[src/rtl/sd_cic_decimator.sv]
// sd_cic_decimator
//   Delta-sigma (1-bit PDM) to PCM demodulator: a 3rd-order CIC decimator
//   (three integrators at clock rate, three combs at the decimated rate),
//   followed by an arithmetic right shift and saturation to OUT_W signed bits.
//
//   Optional build macro: SD_CIC_WARMUP_MASK_EN
//     When defined, the first three decimated samples after reset (which are
//     transients because the comb delays start at zero) are not strobed and
//     audio_o stays at 0 until the fourth tick.
//
//   Integrators and combs rely on two's-complement wrap-around; the comb
//   differences recover the exact result as long as the true comb output
//   fits in ACC_W bits, which ACC_W = 3*DECIM_LOG2 + 2 guarantees.
module sd_cic_decimator #(
  parameter int DECIM_LOG2 = 10,
  parameter int OUT_W      = 14
) (
  input  logic                    clk_i,
  input  logic                    rst_ni,
  input  logic                    wave_i,
  output logic signed [OUT_W-1:0] audio_o,
  output logic                    audio_valid_o
);

  localparam int ACC_W = 3 * DECIM_LOG2 + 2;
  localparam int SHIFT = 3 * DECIM_LOG2 - (OUT_W - 1);

  // Saturation bounds expressed at accumulator width so the compare is signed.
  localparam logic signed [ACC_W-1:0] SAT_MAX = ACC_W'((64'sd1 <<< (OUT_W - 1)) - 64'sd1);
  localparam logic signed [ACC_W-1:0] SAT_MIN = ~SAT_MAX;

  // ---------------------------------------------------------------------------
  // State
  // ---------------------------------------------------------------------------
  logic        [DECIM_LOG2-1:0] cnt_q,  cnt_d;
  logic signed [ACC_W-1:0]      int1_q, int1_d;
  logic signed [ACC_W-1:0]      int2_q, int2_d;
  logic signed [ACC_W-1:0]      int3_q, int3_d;
  logic signed [ACC_W-1:0]      d1_q,   d1_d;
  logic signed [ACC_W-1:0]      d2_q,   d2_d;
  logic signed [ACC_W-1:0]      d3_q,   d3_d;
  logic signed [OUT_W-1:0]      audio_q, audio_d;
  logic                         valid_q, valid_d;

  // ---------------------------------------------------------------------------
  // Combinational datapath
  // ---------------------------------------------------------------------------
  logic signed [ACC_W-1:0] x;
  logic signed [ACC_W-1:0] c1, c2, c3;
  logic signed [ACC_W-1:0] s;
  logic signed [OUT_W-1:0] sat;
  logic                    tick;
  logic                    strobe_en;

  // Map the 1-bit stream to +1 / -1 at accumulator width.
  always_comb begin
    x = wave_i ? ACC_W'(1) : {ACC_W{1'b1}};
  end

  // Decimation tick fires in the last cycle of each R-cycle frame.
  always_comb begin
    tick  = (cnt_q == {DECIM_LOG2{1'b1}});
    cnt_d = cnt_q + DECIM_LOG2'(1);
  end

  // Pipelined integrators; each stage adds the previous stage's registered value.
  always_comb begin
    int1_d = int1_q + x;
    int2_d = int2_q + int1_q;
    int3_d = int3_q + int2_q;
  end

  // Comb chain on the current int3 sample; delays only advance on tick.
  always_comb begin
    c1 = int3_q - d1_q;
    c2 = c1 - d2_q;
    c3 = c2 - d3_q;
    d1_d = d1_q;
    d2_d = d2_q;
    d3_d = d3_q;
    if (tick) begin
      d1_d = int3_q;
      d2_d = c1;
      d3_d = c2;
    end
  end

  // Floor scaling by arithmetic shift, then clamp to the OUT_W signed range.
  always_comb begin
    s = c3 >>> SHIFT;
    if (s > SAT_MAX) begin
      sat = SAT_MAX[OUT_W-1:0];
    end else if (s < SAT_MIN) begin
      sat = SAT_MIN[OUT_W-1:0];
    end else begin
      sat = s[OUT_W-1:0];
    end
  end

`ifdef SD_CIC_WARMUP_MASK_EN
  // Warm-up counter: counts ticks up to 3, after which strobes are released.
  logic [1:0] warm_q, warm_d;

  // Advance the warm-up counter on each tick until it saturates.
  always_comb begin
    warm_d = warm_q;
    if (tick && (warm_q != 2'd3)) begin
      warm_d = warm_q + 2'd1;
    end
    strobe_en = (warm_q == 2'd3);
  end

  // Warm-up counter register.
  always_ff @(posedge clk_i or negedge rst_ni) begin
    if (!rst_ni) begin
      warm_q <= 2'd0;
    end else begin
      warm_q <= warm_d;
    end
  end
`else
  // Every tick is strobed, including the start-up transients.
  always_comb begin
    strobe_en = 1'b1;
  end
`endif

  // Output register update: new sample and one-cycle strobe on unmasked ticks.
  always_comb begin
    audio_d = audio_q;
    valid_d = 1'b0;
    if (tick && strobe_en) begin
      audio_d = sat;
      valid_d = 1'b1;
    end
  end

  // ---------------------------------------------------------------------------
  // Registers
  // ---------------------------------------------------------------------------

  // Counter, integrators, comb delays and output registers.
  always_ff @(posedge clk_i or negedge rst_ni) begin
    if (!rst_ni) begin
      cnt_q   <= '0;
      int1_q  <= '0;
      int2_q  <= '0;
      int3_q  <= '0;
      d1_q    <= '0;
      d2_q    <= '0;
      d3_q    <= '0;
      audio_q <= '0;
      valid_q <= 1'b0;
    end else begin
      cnt_q   <= cnt_d;
      int1_q  <= int1_d;
      int2_q  <= int2_d;
      int3_q  <= int3_d;
      d1_q    <= d1_d;
      d2_q    <= d2_d;
      d3_q    <= d3_d;
      audio_q <= audio_d;
      valid_q <= valid_d;
    end
  end

  assign audio_o       = audio_q;
  assign audio_valid_o = valid_q;

endmodule

[config.mk]
export PLATFORM = sky130hd
export DESIGN_NAME = sd_cic_decimator
export DESIGN_NICKNAME = d
export VERILOG_FILES = /design/src/rtl/sd_cic_decimator.sv
export SDC_FILE = /design/constraint.sdc
export NUM_CORES = 1
export LEC_CHECK = 0
export CORE_ASPECT_RATIO = 0.9
export CORE_UTILIZATION = 58
export CTS_CLUSTER_DIAMETER = 30
export CTS_CLUSTER_SIZE = 30
export DETAILED_ROUTE_END_ITERATION = 8
export HOLD_SLACK_MARGIN = 0.06
export MAX_ROUTING_LAYER = met4
export PLACE_DENSITY = 0.76
export SLEW_MARGIN = 30
export SYNTH_ARGS = -nofsm -noshare
export SYNTH_HDL_FRONTEND = slang
export SYNTH_SLANG_ARGS = --single-unit
[constraint.sdc]
create_clock -name clk_i -period 6.3 [get_ports clk_i]
set_input_delay 1.26 -clock clk_i [delete_from_list [all_inputs] [get_ports clk_i]]
set_output_delay 1.26 -clock clk_i [all_outputs]
set_load 0.005 [all_outputs]
==> results.md <==
- GPL Wtd Cong: about 0.90
- Failing checks: setup timing
- Clock Latency Late Sink: 540 ps
- Placed Cells incl. Taps: roughly 2200
- Bufs on Longest Clock Path: 3
- Setup crit end kind: flop
- Most frequent cells in the layout: dfrtp_1 (217), ha_1 (184), nand2_1 (163)
- CTS Buf Count: 49
- Slew Limit Headroom: 0.5488
- Final cell count without fillers: roughly 2300
- CP max-delay cell: a2111oi_4
- First-pass GRT wire length: 57000 um
- Critical path startpoint category: flop
- Area of the mapped netlist: ~15000 um2
- Mean Syn Cell Area: about 9 um2
- Slew Limit Fails: 0
- HP Class: flop to flop
- DP Wirelength: between 20000 and 25000 um
- Post-DRT Antenna Nets: 0
- Yosys cell types: 70
- Final hold vios: 0
- Core Footprint: between 20000 and 30000 um2
- CP most frequent cell: a21o_1
- Ys Warns: 0
- Cells after synthesis: between 1500 and 2000
- Drt wl/cell: ~15 um
- Setup Viol. Count Final: 13
- Share of the synthesized area in the top cell type: 0.3565
- Initial antenna violation count: 0
- Diode count: 0
- IO Port Bufs: 17
- Area leader, netlist: dfrtp_1
- Asr flop ratio synth: 1.000
- Share of cells above drive strength 1: 0.1660
- Drt total wl: 33560 um
- Top Family by Delay on Critical Path: compound AO/OA/AOI/OAI gates
- Register clock-pin slew on the reported worst setup and hold paths: roughly 40 ps
- Fin nets: about 2100
- Register area share after synthesis: 0.3565
- Commonest non-fill, non-tap cell in the layout: dfrtp_1
- DRC Markers: 0
- Ports: 18
- GRT Resource Usage Total: 0.2588
- Critical path arrival: about 6800 ps
- Die area: 26920 um2
- Worst slew pin tran: between 600 and 700 ps
- Status: finished, violations left
- Via/cell ratio: about 5.6
- RSZ-0062 raised after global routing: yes
- F_max: 156.5 MHz
- Buf/Inv on CP: 1
- WHS: 465.0 ps
- Rows: 55
- Starting density of the core: 0.5982
- Synth-to-Final Area Change: 24.36%
- Clock sink count: approximately 220
- Syn Nets: 1879
- Synth top area cells: dfrtp_1 (36%), ha_1 (15%), xnor2_1 (6.6%), o21ai_0 (5.2%), a21oi_1 (4.3%)
- FF+latch count, synth: 217
- Vias: between 10000 and 15000
- Die Ht: 155.7 um
- CP max FO: 6
- WP data required: about 6700 ps
- Clock skew: approximately 16 ps
- Critical Path Max Stage Delay: roughly 440 ps
- DIE WIDTH: between 150 and 200 um
- Grt total ovfl: 0
- H-tree levels: 2
- Final period utilization: 1.014
- DR pass1 iterations: 5
- Max-cap violations: 0
- Setup slack after layout: -89.35 ps
- Ys flop type: dfrtp_1
- Clk root buf: clkbuf_16
- DRC marker count from the first detailed-route iteration: between 500 and 600
- Largest net degree at the start of global routing: around 130
- CTS tree: built
- Fin crit period: about 6400 ps
- Worst setup path class: flop to flop
- Number of synthesized flops with an enable pin: 0
- Vias in the first global route: about 13000
==> final timing paths <==
| path | slack [ps] | cells past startpoint | endpoint | startpoint |
|---|---|---|---|---|
| max | -90 | 31 | audio_o[11] | d1_q[0] |
| min | 470 | 1 | cnt_q[4] | cnt_q[4] |
| max reg2reg | -90 | 31 | audio_o[11] | d1_q[0] |
| min reg2reg | 470 | 1 | cnt_q[4] | cnt_q[4] |
| max in group asynchronous | 4480 | 3 | int1_q[26] | rst_ni |
| min in group asynchronous | 610 | 1 | cnt_q[1] | rst_ni |
==> registers in the layout (all words and copies together) (netlist names) <==
signal	flops
d3_q	32
audio_valid_o	1
int2_q	32
audio_o	14
cnt_q	10
d1_q	32
d2_q	32
int3_q	32
int1_q	32
==> synth_stat cells, types with 17 or more instances <==
cell type	instances
dfrtp_1	217
nor2_1	89
inv_1	148
nor3_1	25
xnor2_1	115
ha_1	185
xor2_1	46
clkbuf_1	25
o21ai_0	158
nand3_1	36
nand2b_1	24
o21a_1	29
a21o_1	66
nand2_1	163
o21bai_1	17
a21oi_1	130
==> worst register-to-register path: cells and delay by family (launching register included) <==
family	cells	cell delay, ps
AO/OA/AOI/OAI	15	2620
adder cells (fa/ha/maj)	5	1360
AND/OR/NAND/NOR	6	940
XOR/XNOR	4	780
flip-flops	1	400
buffers and inverters	1	140
==> logic make-up (layout without fill, tap and decap cells) <==
group / after synthesis / in the layout / share of synthesized area
xor+xnor: 162 / 163 / 0.09414
simple gates: 414 / 414 / 0.1255
buf+inv: 176 / 405 / 0.04386
compound gates: 510 / 510 / 0.2091
fa+ha+maj: 202 / 202 / 0.1672
flops: 217 / 217 / 0.3565
mux: 5 / 5 / 0.003614
==> final cells by class <==
cell class / count / area (um2)
Clock buffer: 57 / 1308
Clock inverter: 31 / 411.6
Fill cell: 1780 / 6519
Inverter: 148 / 558.0
Multi-Input combinational cell: 1294 / 9424
Sequential cell: 217 / 5430
Tap cell: 342 / 427.9
Timing Repair Buffer: 169 / 1384
==> metrics by stage <==
stage / util / setup WS, ps / setup TNS [ps] / instance area [um2]
floorplan: - / 7.215 / 0 / 15230
global placement: 0.6575 / -643.1 / -7641 / 16740
detailed placement: 0.6575 / -860.1 / -10430 / 16740
CTS: 0.7356 / -2.249 / -2.249 / 18730
global route: 0.7440 / -433.9 / -5747 / 18940
finish: 0.7440 / -89.35 / -946.7 / 18940
==> what timing repair did <==
action | in CTS | in global routing
endpoints found under the setup margin | 14 | 14
cloned | 1 | 0
buffers inserted | 9 | 9
resized for setup | 40 | 28
hold buffers | 0 | 0
pin swaps | 42 | 47
==> per-layer routing <==
layer / vias up / global-route usage / part of all wire
li1: 6364 / - / -
met1: 5962 / 0.3186 / 0.46
met2: 255 / 0.4447 / 0.49
met3: 85 / 0.03509 / 0.033
met4: 0 / 0.07838 / 0.025
met5: - / - / 0
Power is left out: the tool's default activity adds up to more than one toggle a clock period on the data nets, which glitch-free logic cannot reach.
